==> src/rtl/sad_acc_pkg.sv <==
// Shared types and width helpers for the SAD accumulate/minimum stage.
// Contents:
//   state_t      : search FSM states (ACCUM collects beats, DONE presents result)
//   acc_w/idx_w  : derived accumulator and candidate-index widths
//   SAD_ALL_ONES : all-ones SAD constant, sliced to ACC_W by users
package sad_acc_pkg;

  typedef enum logic [0:0] {
    ACCUM = 1'b0,
    DONE  = 1'b1
  } state_t;

  localparam int unsigned SAD_MAX_W = 32;
  localparam logic [SAD_MAX_W-1:0] SAD_ALL_ONES = '1;

  // Sum of BEATS values of sad_w bits never exceeds sad_w + log2(BEATS) bits.
  function automatic int unsigned acc_w(input int unsigned sad_w, input int unsigned beats);
    return sad_w + $clog2(beats);
  endfunction

  function automatic int unsigned idx_w(input int unsigned cands);
    return $clog2(cands);
  endfunction

endpackage

==> src/rtl/sad_min_tracker.sv <==
// Combinational best (and optionally second-best) update for one closed
// candidate SAD.
// Optional feature macro: SAD_ACC_SECOND_BEST_EN (adds second_sad tracking).
// Ports:
//   first          : candidate is the first of the search (unconditional load)
//   cand, cand_idx : closed candidate SAD and its index
//   best_sad/idx   : current best
//   second_sad     : current second-smallest (macro only)
//   *_nxt          : updated values
module sad_min_tracker
  import sad_acc_pkg::*;
#(
  parameter int unsigned ACC_W = 7,
  parameter int unsigned IDX_W = 3
) (
  input  logic             first,
  input  logic [ACC_W-1:0] cand,
  input  logic [IDX_W-1:0] cand_idx,
  input  logic [ACC_W-1:0] best_sad,
  input  logic [IDX_W-1:0] best_idx,
`ifdef SAD_ACC_SECOND_BEST_EN
  input  logic [ACC_W-1:0] second_sad,
  output logic [ACC_W-1:0] second_sad_nxt,
`endif
  output logic [ACC_W-1:0] best_sad_nxt,
  output logic [IDX_W-1:0] best_idx_nxt
);

  // Strict less-than keeps the earlier index on ties.
  always_comb begin
    best_sad_nxt   = best_sad;
    best_idx_nxt   = best_idx;
`ifdef SAD_ACC_SECOND_BEST_EN
    second_sad_nxt = second_sad;
`endif
    if (first) begin
      best_sad_nxt   = cand;
      best_idx_nxt   = cand_idx;
`ifdef SAD_ACC_SECOND_BEST_EN
      second_sad_nxt = SAD_ALL_ONES[ACC_W-1:0];
`endif
    end else if (cand < best_sad) begin
      best_sad_nxt   = cand;
      best_idx_nxt   = cand_idx;
`ifdef SAD_ACC_SECOND_BEST_EN
      second_sad_nxt = best_sad;
`endif
    end
`ifdef SAD_ACC_SECOND_BEST_EN
    else if (cand < second_sad) begin
      second_sad_nxt = cand;
    end
`endif
  end

endmodule

==> src/rtl/sad_acc_min.sv <==
// Accumulates BEATS partial SADs per candidate, tracks the minimum over CANDS
// candidates and presents the result with a valid/ready handshake.
// Optional feature macro: SAD_ACC_SECOND_BEST_EN (adds out_second_sad).
// Ports:
//   clk, rst              : clock, synchronous active-high reset
//   in_valid/in_ready     : partial-SAD beat handshake
//   in_sad                : partial SAD (unsigned)
//   out_valid/out_ready   : result handshake
//   out_min_sad           : minimum candidate SAD
//   out_best_idx          : index of minimum candidate
//   out_second_sad        : second-smallest SAD (macro only)
module sad_acc_min
  import sad_acc_pkg::*;
#(
  parameter  int unsigned BEATS = 16,
  parameter  int unsigned CANDS = 8,
  parameter  int unsigned SAD_W = 3,
  localparam int unsigned ACC_W = acc_w(SAD_W, BEATS),
  localparam int unsigned IDX_W = idx_w(CANDS)
) (
  input  logic             clk,
  input  logic             rst,
  input  logic             in_valid,
  output logic             in_ready,
  input  logic [SAD_W-1:0] in_sad,
  output logic             out_valid,
  input  logic             out_ready,
  output logic [ACC_W-1:0] out_min_sad,
`ifdef SAD_ACC_SECOND_BEST_EN
  output logic [ACC_W-1:0] out_second_sad,
`endif
  output logic [IDX_W-1:0] out_best_idx
);

  localparam int unsigned BCNT_W = $clog2(BEATS);
  localparam logic [BCNT_W-1:0] LAST_BEAT = BCNT_W'(BEATS - 1);
  localparam logic [IDX_W-1:0]  LAST_CAND = IDX_W'(CANDS - 1);

  state_t            state_q, state_d;
  logic [ACC_W-1:0]  acc_q, acc_d;
  logic [BCNT_W-1:0] bcnt_q, bcnt_d;
  logic [IDX_W-1:0]  ccnt_q, ccnt_d;
  logic [ACC_W-1:0]  best_sad_q, best_sad_d;
  logic [IDX_W-1:0]  best_idx_q, best_idx_d;
  logic [ACC_W-1:0]  out_min_q, out_min_d;
  logic [IDX_W-1:0]  out_idx_q, out_idx_d;
`ifdef SAD_ACC_SECOND_BEST_EN
  logic [ACC_W-1:0]  second_q, second_d;
  logic [ACC_W-1:0]  out_second_q, out_second_d;
  logic [ACC_W-1:0]  trk_second;
`endif

  logic             beat_acc;
  logic [ACC_W-1:0] cand;
  logic [ACC_W-1:0] trk_best_sad;
  logic [IDX_W-1:0] trk_best_idx;

  assign in_ready = (state_q == ACCUM);
  assign out_valid = (state_q == DONE);
  assign beat_acc = in_valid && (state_q == ACCUM);
  assign cand = acc_q + ACC_W'(in_sad);

  sad_min_tracker #(
    .ACC_W(ACC_W),
    .IDX_W(IDX_W)
  ) u_tracker (
    .first         (ccnt_q == '0),
    .cand          (cand),
    .cand_idx      (ccnt_q),
    .best_sad      (best_sad_q),
    .best_idx      (best_idx_q),
`ifdef SAD_ACC_SECOND_BEST_EN
    .second_sad    (second_q),
    .second_sad_nxt(trk_second),
`endif
    .best_sad_nxt  (trk_best_sad),
    .best_idx_nxt  (trk_best_idx)
  );

  always_comb begin
    state_d      = state_q;
    acc_d        = acc_q;
    bcnt_d       = bcnt_q;
    ccnt_d       = ccnt_q;
    best_sad_d   = best_sad_q;
    best_idx_d   = best_idx_q;
    out_min_d    = out_min_q;
    out_idx_d    = out_idx_q;
`ifdef SAD_ACC_SECOND_BEST_EN
    second_d     = second_q;
    out_second_d = out_second_q;
`endif
    case (state_q)
      ACCUM: begin
        if (beat_acc) begin
          if (bcnt_q != LAST_BEAT) begin
            acc_d  = cand;
            bcnt_d = bcnt_q + 1'b1;
          end else begin
            // Candidate close: the tracker's next values already include this
            // candidate, so the final one feeds the output registers directly.
            acc_d      = '0;
            bcnt_d     = '0;
            best_sad_d = trk_best_sad;
            best_idx_d = trk_best_idx;
`ifdef SAD_ACC_SECOND_BEST_EN
            second_d   = trk_second;
`endif
            if (ccnt_q == LAST_CAND) begin
              state_d      = DONE;
              ccnt_d       = '0;
              out_min_d    = trk_best_sad;
              out_idx_d    = trk_best_idx;
`ifdef SAD_ACC_SECOND_BEST_EN
              out_second_d = trk_second;
`endif
            end else begin
              ccnt_d = ccnt_q + 1'b1;
            end
          end
        end
      end
      DONE: begin
        if (out_ready) state_d = ACCUM;
      end
      default: state_d = ACCUM;
    endcase
  end

  always_ff @(posedge clk) begin
    if (rst) begin
      state_q      <= ACCUM;
      acc_q        <= '0;
      bcnt_q       <= '0;
      ccnt_q       <= '0;
      best_sad_q   <= '0;
      best_idx_q   <= '0;
      out_min_q    <= '0;
      out_idx_q    <= '0;
`ifdef SAD_ACC_SECOND_BEST_EN
      second_q     <= '0;
      out_second_q <= '0;
`endif
    end else begin
      state_q      <= state_d;
      acc_q        <= acc_d;
      bcnt_q       <= bcnt_d;
      ccnt_q       <= ccnt_d;
      best_sad_q   <= best_sad_d;
      best_idx_q   <= best_idx_d;
      out_min_q    <= out_min_d;
      out_idx_q    <= out_idx_d;
`ifdef SAD_ACC_SECOND_BEST_EN
      second_q     <= second_d;
      out_second_q <= out_second_d;
`endif
    end
  end

  assign out_min_sad  = out_min_q;
  assign out_best_idx = out_idx_q;
`ifdef SAD_ACC_SECOND_BEST_EN
  assign out_second_sad = out_second_q;
`endif

endmodule

==> config.mk <==
export PLATFORM = sky130hd
export DESIGN_NAME = sad_acc_min
export DESIGN_NICKNAME = d
export VERILOG_FILES = /design/src/rtl/sad_acc_pkg.sv /design/src/rtl/sad_min_tracker.sv /design/src/rtl/sad_acc_min.sv
export SDC_FILE = /design/constraint.sdc
export NUM_CORES = 1
export LEC_CHECK = 0
export CORE_MARGIN = 2
export CORE_UTILIZATION = 54
export DETAILED_ROUTE_END_ITERATION = 7
export DONT_BUFFER_PORTS = 1
export GPL_TIMING_DRIVEN = 0
export PLACE_DENSITY = 0.69
export SKIP_CTS_REPAIR_TIMING = 1
export SYNTH_ARGS = -nofsm -noshare
export SYNTH_HDL_FRONTEND = slang
export SYNTH_SLANG_ARGS = --single-unit
==> constraint.sdc <==
create_clock -name clk -period 10.2 [get_ports clk]
set_clock_uncertainty 0.2 [all_clocks]
set_input_delay 1.02 -clock clk [delete_from_list [all_inputs] [get_ports clk]]
set_output_delay 1.02 -clock clk [all_outputs]
set_load 0.005 [all_outputs]
* Yosys cells after proc, flatten, opt, wreduce, memory -nomap -nowiden
Cells that the tools add are included.
Word-level totals: bits in latches 0, bits in writable memories 0, input port bits 7, output and inout port bits 12, flip-flop bits (word level) 35, ROM bits 0, memories 0, word-level logic and storage cells 33
Cells by class: magnitude comparators 1, multiply operators 0, muxes and demuxes 12, shifts and indexed selects 0, equality and inequality tests 2, div/mod/pow operators 0, reductions and logical operators 5, $add $sub $neg 3, bitwise gates (word level) 2
Operators with widths (count):
- 2-to-1 mux 7 bit | 3
- 2-to-1 mux 3 bit | 3
- adder 7 x 3 -> 7 bit | 1
- less-than comparator 7 bit | 1
- adder 4 x 1 -> 4 bit (second input constant) | 1
- 2-to-1 mux 1 bit | 4
- 2-to-1 mux 4 bit | 1
- != test 4 bit (second input constant) | 1
- AND reduction 4 bit | 1
- adder 3 x 1 -> 3 bit (second input constant) | 1
- equality test 3 bit (second input constant) | 1
- zero test 3 bit | 1
- AND reduction 3 bit | 1
- NOT 1 bit | 2
- case mux 1 bit (2 select lines) | 1
- AND reduction 2 bit | 1
- logical AND 1 bit | 1

* Logic depth before layout (Yosys ltp)
depth in word-level cells 5, depth in mapped cells 12, depth with buffers taken out 11

* Cells and area by module
Synthesis repeated with hierarchy kept, for this count alone.
Unflattened totals: cell total of the unflattened synthesis 235, area total of the unflattened synthesis 1975.6 um2
By module, submodules not included:
- sad_acc_min | cells each 202, seq. area each 700.7 um2, instances 1, area an instance 1694.1 um2
- sad_min_tracker | cells each 33, seq. area each 0.0 um2, instances 1, area an instance 281.5 um2

* Worst setup path before layout
Ideal clock, no wire load.
path type input -> register, start in in_sad[0], end reg best_idx_q[0], stages 12, slack 6.225 ns, path buffers 1, data required time 9.928 ns, data arrival time 3.703 ns, setup time 0.072 ns, path through ha_1 -> fa_1 -> a21oi_1 -> nand2b_1 -> xnor2_1 -> ha_1 -> a21o_1 -> a221o_1 -> a41o_1 -> buf_6 -> a21oi_4 -> mux2i_1
Between the ends: word-level cells in the longest chain between the ends 4
RTL lines:
- start, declared | RTL line sad_acc_min.sv:25 | input logic [SAD_W-1:0] in_sad,
- adder 7 x 3 -> 7 bit | RTL line sad_acc_min.sv:61 | assign cand = acc_q + ACC_W'(in_sad);
- less-than comparator 7 bit | RTL line sad_min_tracker.sv:42 | end else if (cand < best_sad) begin
- 2-to-1 mux 3 bit | RTL line sad_min_tracker.sv:42
- 2-to-1 mux 3 bit | RTL line sad_min_tracker.sv:36 | if (first) begin
- end signal, assigned | RTL line sad_acc_min.sv:150 | best_idx_q <= best_idx_d;
- end, declared | RTL line sad_acc_min.sv:44 | logic [IDX_W-1:0] best_idx_q, best_idx_d;
Every way passes these cells. A chain may end at the register's enable or synchronous reset.

* Worst setup path in the final report
start in in_sad[0], end reg best_idx_q[1]
Same word-level chain as after synthesis.

==> impl_metrics.yaml <==
placed_design:
  place.gp.congestion: 0.8205
  portBuffers: 0
  dp.cells: 260
  dpl.hpwl_um: 2933
critical_path:
  r2r_setup_slack_ns: 6.49
  worstRegToRegCells: 12
  cp-endpoint: "best_idx_q[1]$_SDFFE_PP0P_"
  cp.required_ns: 10.26
  crit_type: "in -> reg"
  path_cells: "ha_1, fa_1, a21oi_1, nor3b_1, xor2_1, ha_1, and2_0, a221o_1, a41o_1, buf_6, a21oi_4, mux2i_1"
  regToRegStartpoint: "acc_q[0]$_SDFFE_PP0P_"
  cpPeakStageDelay_ns: 0.40
  path_max_fanout: 9
  endpoint_kind: "flip-flop"
  reg2reg_to: "best_idx_q[1]$_SDFFE_PP0P_"
  cpMostUsedCell: "ha_1"
  critPathLaunchType: "primary input"
  cp.arrival_ns: 4.12
  crit_path_start: "in_sad[0]"
  critPathSlowestCell: "fa_1"
grt:
  grt_pass1_wl_um: 6596
  grt_pass1_vias: 1446
  grt-ovfl-total: 0
  track_usage: 0.2154
  grt_max_degree: 12
  antenna_found_initial: 0
final_layout:
  area_delta_synth_final_pct: 7.037
  layout-drive-gt1-share: 0.07207
  antennaDiodeCount: 0
  fin_cells: 268
  nets: 242
timing:
  maxSlewHeadroom: 0.6870
  setup_tns_ns: 0
  rsz0062_at_grt: "no"
  max_freq_mhz: 246.2
  finalCriticalPeriod_ns: 4.061
  hold_viol: 0
  setup_viol: 0
  fin_crit_sh: 0.3982
  maxSlewViolCount: 0
  tightest_slew_ns: 0.4695
route:
  avgViaCountPerCell: 5.664
  firstDrtPassIters: 4
  routed_wl_um: 3835
  vias: 1518
  drc: 0
  ant_nets: 0
  wl_per_cell_um: 14.31
  drtIter0Drc: 53
synthesis:
  synthFlopType: "dfxtp_1"
  yosys_warnings: 0
  synth_top_area_share: 0.3789
  netlist_area_um2: 1849
  async_reset_ff_frac: 0
  synth_area_leaders: "dfxtp_1 (38%), ha_1 (8.8%), nand2_1 (5.5%), nor2_1 (4.1%), mux2i_1 (3.8%)"
  synth_edf_count: 0
  synth.distinct_cells: 45
  ys_ff_latch: 35
  postSynthAreaPerCell_um2: 8.641
  seq_area_frac_synth: 0.3789
  synthCells: 214
  yosys.area.top_type: "dfxtp_1"
  syn_nets: 235
pwr:
  power.switching_mw: 0.07553
  p_sw_frac: 0.2779
  comb_power_share: 0.166
  peakVddDrop_v: 0.00009084
  internal_power_mw: 0.1963
  clkPwrFrac: 0.318
  seq_power_share: 0.516
  total_power_mw: 0.2718
  power_density_nw_per_um2: 137.3
  p_leak_nw: 0.7455
floorplanning:
  die-area_um2: 3909
  placementRows: 21
  num_io_pins: 19
  core_area_um2: 3311
  dieWidth_um: 62.52
  dieHeight_um: 62.52
  start_util: 0.5586
clocking:
  clock-root-buffer: "clkbuf_4"
  cts_sinks: 35
  clkTransAtPathRegs_ns: 0.11
  htree_levels: 2
  clk_latency_ns: 0.34
  cts_tree: "built"
  cts_made_buffers: 5
  clk_path_buf_depth: 2
run:
  cap_violations: 0
status:
  status: "completed"
worst_hold_path:
  hold_depth: 2
  hp-class: "reg -> reg"
## synth_stat cells, types with 3 or more instances
cell and count:
a21oi_1 10, a22oi_1 6, a311oi_1 5, and3_1 5
clkbuf_1 7, dfxtp_1 35, ha_1 13, inv_1 11
mux2i_1 7, nand2_1 27, nand3_1 10, nor2_1 20
nor3_1 4, nor4_1 3, o21ai_0 6, o21ai_1 4
xor2_1 6
## placed cells by master, fill, tap and decap left out, types with 2 or more instances in the layout
master | netlist | final
buf_2 | 2 | 2
mux2i_1 | 7 | 7
a21oi_1 | 10 | 10
xor2_1 | 6 | 6
clkbuf_1 | 7 | 7
a311oi_1 | 5 | 5
o21ai_0 | 6 | 6
clkbuf_8 | 0 | 2
dfxtp_1 | 35 | 35
o31ai_1 | 2 | 2
nor2b_1 | 2 | 2
nand3_1 | 10 | 10
nand2b_1 | 2 | 2
o2111ai_1 | 2 | 2
nor3_1 | 4 | 4
inv_1 | 11 | 11
o21ai_1 | 4 | 4
a311o_1 | 2 | 2
clkbuf_4 | 0 | 5
buf_6 | 2 | 2
a22oi_1 | 6 | 6
ha_1 | 13 | 13
and3_1 | 5 | 5
nor2_1 | 20 | 20
nand2_1 | 27 | 27
nor4_1 | 3 | 3
## worst min-delay path by stage
stage                                     startpoint                           to  slack (ns)
after global routing      best_sad_q[3]$_SDFFE_PP0P_  out_min_sad[3]$_SDFFE_PP0P_        0.31
final                     best_idx_q[0]$_SDFFE_PP0P_   best_idx_q[0]$_SDFFE_PP0P_        0.28
after CTS                 best_idx_q[0]$_SDFFE_PP0P_   best_idx_q[0]$_SDFFE_PP0P_        0.28
after detailed placement  best_idx_q[0]$_SDFFE_PP0P_   best_idx_q[0]$_SDFFE_PP0P_        0.26
after floorplan           best_idx_q[0]$_SDFFE_PP0P_   best_idx_q[0]$_SDFFE_PP0P_        0.23
after global placement    best_idx_q[0]$_SDFFE_PP0P_   best_idx_q[0]$_SDFFE_PP0P_        0.25
## cells by family after synthesis
| group | synth area share |
|---|---|
| simple gates | 0.1962 |
| flops | 0.3789 |
| mux | 0.03789 |
| compound gates | 0.1840 |
| xor+xnor | 0.03315 |
| fa+ha+maj | 0.09878 |
| buf+inv | 0.07104 |
## state kept, by name, summed over array words and instances, names as in the netlist
| register | flops |
|---|---|
| out_best_idx | 3 |
| out_min_sad | 7 |
| acc_q | 7 |
| bcnt_q | 4 |
| out_valid | 1 |
| best_idx_q | 3 |
| ccnt_q | 3 |
| best_sad_q | 7 |
## power groups by stage
| stage | Combinational (mW) | Sequential, mW | Clock (mW) |
|---|---|---|---|
| global placement | 0.0439 | 0.143 | 0 |
| CTS | 0.0450 | 0.140 | 0.0893 |
| global route | 0.0497 | 0.141 | 0.0972 |
| floorplan | 0.0357 | 0.143 | 0 |
| finish | 0.0451 | 0.140 | 0.0864 |
| detailed placement | 0.0448 | 0.143 | 0 |
## cell type report
class,count,area (um^2)
plain buffers,14,90.09
flip-flops and latches,35,700.7
inverters,11,41.29
clock buffers,7,65.06
well taps,46,57.56
clock inverters,1,7.507
multi-input cells,154,1017
fillers,320,1331
## worst max-delay path: cells and delay by family
family                     cells  cell delay (ns)
buffers and inverters          1             0.14
AOI/OAI and AO/OA              4             1.12
muxes                          1             0.27
and+or+nand+nor                2             0.28
xor gates and xnor gates       1             0.35
adders and majority gates      3             0.92
## metrics by stage
stage	setup slack, ns	utilization	area, um^2	hold slack (ns)
detailed placement	5.807	0.5760	1907	0.2567
CTS	6.155	0.5979	1979	0.2773
finish	6.139	0.5979	1979	0.2761
global route	6.004	0.5979	1979	0.3080
global placement	5.931	0.5760	1907	0.2508
floorplan	6.225	-	1849	0.2350
## metal layers
metal	up-vias	part of all wire	global-route usage
met3	5	0.045	0.07387
met4	0	0.0094	0.09444
met5	-	0	0
met1	705	0.48	0.2712
li1	774	-	-
met2	34	0.46	0.3347
Note: power is estimated with default switching activity, not from simulation.
